## src/rtl/fir_pkg.sv

```systemverilog
// Shared types and constants for the time-multiplexed FIR engine.
// The widths here are the defaults for the scheduler and its MAC unit.
package fir_pkg;
   localparam int TAPS    = 8;
   localparam int DW      = 16;
   localparam int AW      = 40;
   localparam int KW      = $clog2(TAPS);
   localparam int OUT_MSB = 30;
   localparam int OUT_LSB = 15;

   typedef enum logic [1:0] {
      IDLE,
      MAC,
      OUT
   } state_t;
endpackage

```

## src/rtl/fir_mac.sv

```systemverilog
// Registered signed multiply-accumulate unit shared by all taps.
// The sum output shows acc plus the current product, before it is registered.
module fir_mac
   import fir_pkg::*;
(
   input  logic                 clk,
   input  logic                 reset,
   input  logic                 clr,
   input  logic                 en,
   input  logic signed [DW-1:0] a,
   input  logic signed [DW-1:0] b,
   output logic signed [AW-1:0] acc,
   output logic signed [AW-1:0] sum
);
   logic signed [2*DW-1:0] prod;

   assign prod = a * b;
   assign sum  = acc + {{(AW-2*DW){prod[2*DW-1]}}, prod};

   always_ff @(posedge clk or posedge reset) begin
      if (reset)
         acc <= '0;
      else if (clr)
         acc <= '0;
      else if (en)
         acc <= sum;
   end
endmodule

```

## src/rtl/fir_mac_scheduler.sv

```systemverilog
// Sequences one shared MAC across TAPS delay-line taps, one tap per cycle.
// Valid/ready handshakes on both sides; coefficients are writable only while idle.
module fir_mac_scheduler
   import fir_pkg::*;
(
   input  logic          clk,
   input  logic          reset,
   input  logic          flush,
   input  logic          in_valid,
   output logic          in_ready,
   input  logic [DW-1:0] data_in,
   output logic          out_valid,
   input  logic          out_ready,
   output logic [DW-1:0] data_out,
   input  logic          cfg_we,
   input  logic [KW-1:0] cfg_addr,
   input  logic [DW-1:0] cfg_data,
   output logic          cfg_ready,
   output logic          busy
);
   state_t                state_reg, state_next;
   logic [KW-1:0]         k_reg;
   logic signed [DW-1:0]  x_reg [TAPS];
   logic signed [DW-1:0]  c_reg [TAPS];
   logic                  out_valid_reg;
   logic [DW-1:0]         data_out_reg;
   logic                  mac_clr, mac_en;
   logic signed [AW-1:0]  acc, sum;
   logic                  idle, accept, cfg_wr, last_tap;
   logic                  unused_bits;

   assign idle      = (state_reg == IDLE);
   assign accept    = idle && in_valid && !flush;
   assign cfg_wr    = idle && cfg_we && !flush;
   assign last_tap  = (k_reg == KW'(TAPS-1));

   assign in_ready  = idle;
   assign cfg_ready = idle;
   assign busy      = !idle;
   assign out_valid = out_valid_reg;
   assign data_out  = data_out_reg;

   // Only the Q1.15 window of the final sum is presented; the rest is dropped by design.
   assign unused_bits = ^{acc, sum[AW-1:OUT_MSB+1], sum[OUT_LSB-1:0]};

   fir_mac u_mac (
      .clk   (clk),
      .reset (reset),
      .clr   (mac_clr),
      .en    (mac_en),
      .a     (x_reg[k_reg]),
      .b     (c_reg[k_reg]),
      .acc   (acc),
      .sum   (sum)
   );

   always_ff @(posedge clk or posedge reset) begin
      if (reset)
         state_reg <= IDLE;
      else
         state_reg <= state_next;
   end

   always_comb begin
      state_next = state_reg;
      mac_clr    = 1'b0;
      mac_en     = 1'b0;
      case (state_reg)
         IDLE: begin
            if (in_valid) begin
               state_next = MAC;
               mac_clr    = 1'b1;
            end
         end
         MAC: begin
            mac_en = 1'b1;
            if (last_tap)
               state_next = OUT;
         end
         OUT: begin
            if (out_ready)
               state_next = IDLE;
         end
         default: state_next = IDLE;
      endcase
      // Abort wins over every other action in the same cycle.
      if (flush) begin
         state_next = IDLE;
         mac_clr    = 1'b1;
         mac_en     = 1'b0;
      end
   end

   always_ff @(posedge clk or posedge reset) begin
      if (reset) begin
         for (int i = 0; i < TAPS; i++) begin
            x_reg[i] <= '0;
            c_reg[i] <= '0;
         end
         k_reg         <= '0;
         out_valid_reg <= 1'b0;
         data_out_reg  <= '0;
      end else if (flush) begin
         for (int i = 0; i < TAPS; i++)
            x_reg[i] <= '0;
         k_reg         <= '0;
         out_valid_reg <= 1'b0;
      end else begin
         if (cfg_wr)
            c_reg[cfg_addr] <= cfg_data;
         if (accept) begin
            x_reg[0] <= data_in;
            for (int i = 1; i < TAPS; i++)
               x_reg[i] <= x_reg[i-1];
            k_reg <= '0;
         end
         if (state_reg == MAC) begin
            k_reg <= k_reg + KW'(1);
            if (last_tap) begin
               data_out_reg  <= sum[OUT_MSB:OUT_LSB];
               out_valid_reg <= 1'b1;
            end
         end
         if (state_reg == OUT && out_ready)
            out_valid_reg <= 1'b0;
      end
   end
endmodule

```

## config.mk

```make
export PLATFORM = sky130hd
export DESIGN_NAME = fir_mac_scheduler
export DESIGN_NICKNAME = d
export VERILOG_FILES = /design/src/rtl/fir_pkg.sv /design/src/rtl/fir_mac.sv /design/src/rtl/fir_mac_scheduler.sv
export SDC_FILE = /design/constraint.sdc
export NUM_CORES = 1
export LEC_CHECK = 0
export ABC_AREA = 0
export BUFFER_PORTS_ARGS = -buffer_cell sky130_fd_sc_hd__buf_2
export CAP_MARGIN = 40
export CORE_ASPECT_RATIO = 1.1
export CORE_MARGIN = 2
export CORE_UTILIZATION = 55
export CTS_BUF_LIST = sky130_fd_sc_hd__clkbuf_16
export CTS_CLUSTER_DIAMETER = 50
export DETAILED_ROUTE_END_ITERATION = 12
export PLACE_DENSITY = 0.79
export SLEW_MARGIN = 20
export SYNTH_ARGS = -nofsm -noshare
export SYNTH_HDL_FRONTEND = slang
export SYNTH_SLANG_ARGS = --single-unit
```

## constraint.sdc

```tcl
create_clock -name clk -period 24.2 [get_ports clk]
set_input_delay 7.26 -clock clk [delete_from_list [all_inputs] [get_ports clk]]
set_output_delay 7.26 -clock clk [all_outputs]
set_load 0.01 [all_outputs]
```

==> flow_metrics.tcl <==
set metrics [dict create \
    critical_path.endpoint_type "flip-flop" \
    fp.dieH_um 223 \
    synth_top_area_share_pct 32.2 \
    vias 16200 \
    synthArstFlopShare_pct 100 \
    fin_crit_sh_pct 40.3 \
    final.setup.tns_ps 0 \
    cts_tree "done" \
    die_area_um2 45400 \
    crit_top_cell "fa_1" \
    netlist_area_um2 24000 \
    finalSetupViolations 0 \
    grt_pass1_vias 17700 \
    synth-edff-count 0 \
    ys_seq_elements 309 \
    placed_area_um2 25100 \
    synth.most_common_cell "inv_1" \
    min_period_ps 9760 \
    antenna_found_initial 2 \
    drc 0 \
    clk_latency_ps 560 \
    cts.path.max_buffers 3 \
    grt_overflow_total 0 \
    relSlewSlack_pct 41.2 \
    root_buffer "clkbuf_16" \
    synth_area_leaders "dfrtp_1 32%, fa_1 21%, mux2_2 7.1%" \
    max_freq_ghz 0.102 \
    area_delta_synth_final_pct 9.76 \
    initialDrtViolationCount 1156 \
    hold_path.class "flip-flop to flip-flop" \
    r2r_slack_ps 14440 \
    crit_start "k_reg[0]$_DFFE_PP0P_" \
    dp.final_hpwl_um 40900 \
    cts_resized 0 \
    critPathCapture "data_out[15]$_DFFE_PP0P_" \
    wire_per_inst_um 19.7 \
    power.total_mw 2.89 \
    cts_setup_buffers 0 \
    final_nets 2608 \
    crit_family "adder cells" \
    grt_usage_pct 25.3 \
    power_density_nw_per_um2 110 \
    crit_arrival_ps 10250 \
    r2r_end "data_out[15]$_DFFE_PP0P_" \
    portBuffers 60 \
    gp_congestion 0.954 \
    cts_num_sinks 309 \
    synth_cells 2139 \
    finalClockSkew_ps 16.0 \
    worst_pin_slew_ps 858 \
    io_pins 61 \
    cts_max_level 2 \
    syn_area_per_cell_um2 11.2 \
    p_leak_nw 12.8 \
    core_area_um2 43200 \
    cpMaxStageDelayCell "fa_1" \
    path_buf_inv 7 \
    num_rows 80 \
    reg2regPathDepth 29 \
    synth_ff_type "dfrtp_1" \
    crit_cells 29 \
    final_layout_size_suffix_gt1_share_pct 18.0 \
    syn_nets 2552 \
    cts_made_buffers 37 \
    dr.pass1.iters 5 \
    grt_pass1_wl_um 91300 \
    start_kind "flip-flop" \
    critical_path_class "flip-flop to flip-flop" \
    synth_common_cells "318 x inv_1, 309 x dfrtp_1, 257 x fa_1, 190 x nand2_1, 152 x mux2_2" \
    synth_largest_area_cell "dfrtp_1" \
    insertedDiodeCount 0 \
    wl_um 55100 \
    drv_slew 0 \
    holdBufCountCts 0 \
    rsz0062_at_grt "no" \
    required_ps 24690 \
    critPathMaxFanout 30 \
    ys_seq_area_share_pct 32.2 \
    hold_viol 0 \
    r2r_start "k_reg[0]$_DFFE_PP0P_" \
    ir_drop_mv 0.0843 \
    routed_via_density 5.80 \
    ant_nets 0 \
    ys_types 64 \
    initial_utilization_pct 55.5 \
    grt_max_degree 205 \
    die_w_um 203 \
    clk_pin_slew_worst_paths_ps 60 \
    yosys_warnings 0 \
    fin_area_um2 26400 \
    maxCapViolCount 0 \
    status "complete, no violations" \
    slowest_delay_ps 620 \
]
==> worst min-delay path, cell delays in order (launching register included) <==
cell and delay (ps):
dfrtp_1 340, nand2_1 40, o21ai_0 50
==> layer usage <==
| metal | share of wire [%] | up-vias | wire (um) | global-route usage [%] |
|---|---|---|---|---|
| li1 | - | 7277 | - | - |
| met1 | 42 | 8333 | 23400 | 33.7 |
| met2 | 49 | 474 | 26800 | 42.4 |
| met3 | 5.5 | 124 | 3020 | 4.27 |
| met4 | 3.3 | 4 | 1830 | 8.64 |
| met5 | 0.049 | - | 27 | 0 |
==> logic make-up after synthesis <==
group	share of synthesized area, %
simple gates	7.81
buf+inv	6.42
fa+ha+maj	27.4
compound gates	9.73
flops	32.2
mux	14.1
xor+xnor	2.32
==> how the worst min path moves through the flow <==
stage,startpoint,to,slack [ps],depth (start not counted)
after floorplan,u_mac.acc[3]$_DFFE_PP0P_,u_mac.acc[3]$_DFFE_PP0P_,460,2
after global placement,data_out[10]$_DFFE_PP0P_,data_out[10]$_DFFE_PP0P_,460,2
after detailed placement,data_out[11]$_DFFE_PP0P_,data_out[11]$_DFFE_PP0P_,460,2
after CTS,data_out[11]$_DFFE_PP0P_,data_out[11]$_DFFE_PP0P_,480,2
after global routing,data_out[10]$_DFFE_PP0P_,data_out[10]$_DFFE_PP0P_,500,2
final,data_out[10]$_DFFE_PP0P_,data_out[10]$_DFFE_PP0P_,470,2
==> area by class of cell <==
cell class,count,area [um^2]
clock buffer,37,926
clock inverter,28,198
fill,3484,16900
inverter,318,1200
multi-input combinational,1423,14800
sequential,309,7740
tap,574,718
timing repair buffer,106,816
==> power breakdown <==
part / internal (mW) / switching, mW / total [mW]
combinational: 0.749 / 1.00 / 1.75
clock: 0.285 / 0.231 / 0.516
sequential: 0.587 / 0.0394 / 0.627
total: 1.62 / 1.27 / 2.89
==> stage by stage <==
step | util, % | std cells | worst slack (ps) | hold WS, ps
after global routing | 61.0 | 2795 | 13750 | 502
after detailed placement | 58.1 | 2724 | 14370 | 465
after global placement | 57.6 | 2708 | 14240 | 459
after CTS | 60.7 | 2789 | 14370 | 477
final | 61.0 | 2795 | 14440 | 471
after floorplan | - | 2139 | 8400 | 455
==> cell usage in the layout (no fill, tap or decap), drive strengths merged, types with 9 or more instances in the layout <==
cell type / n
clkinv: 9
mux2i: 24
ha: 115
nand2: 190
mux4: 64
mux2: 152
inv: 334
dfrtp: 309
a22o: 134
o21ai: 66
nand2b: 17
nor2b: 13
a21o: 21
nand3: 10
xor2: 19
fa: 257
nor2: 146
a21oi: 46
buf: 104
clkbuf: 39
xnor2: 42
No activity file was read; power rests on OpenSTA's default activity.
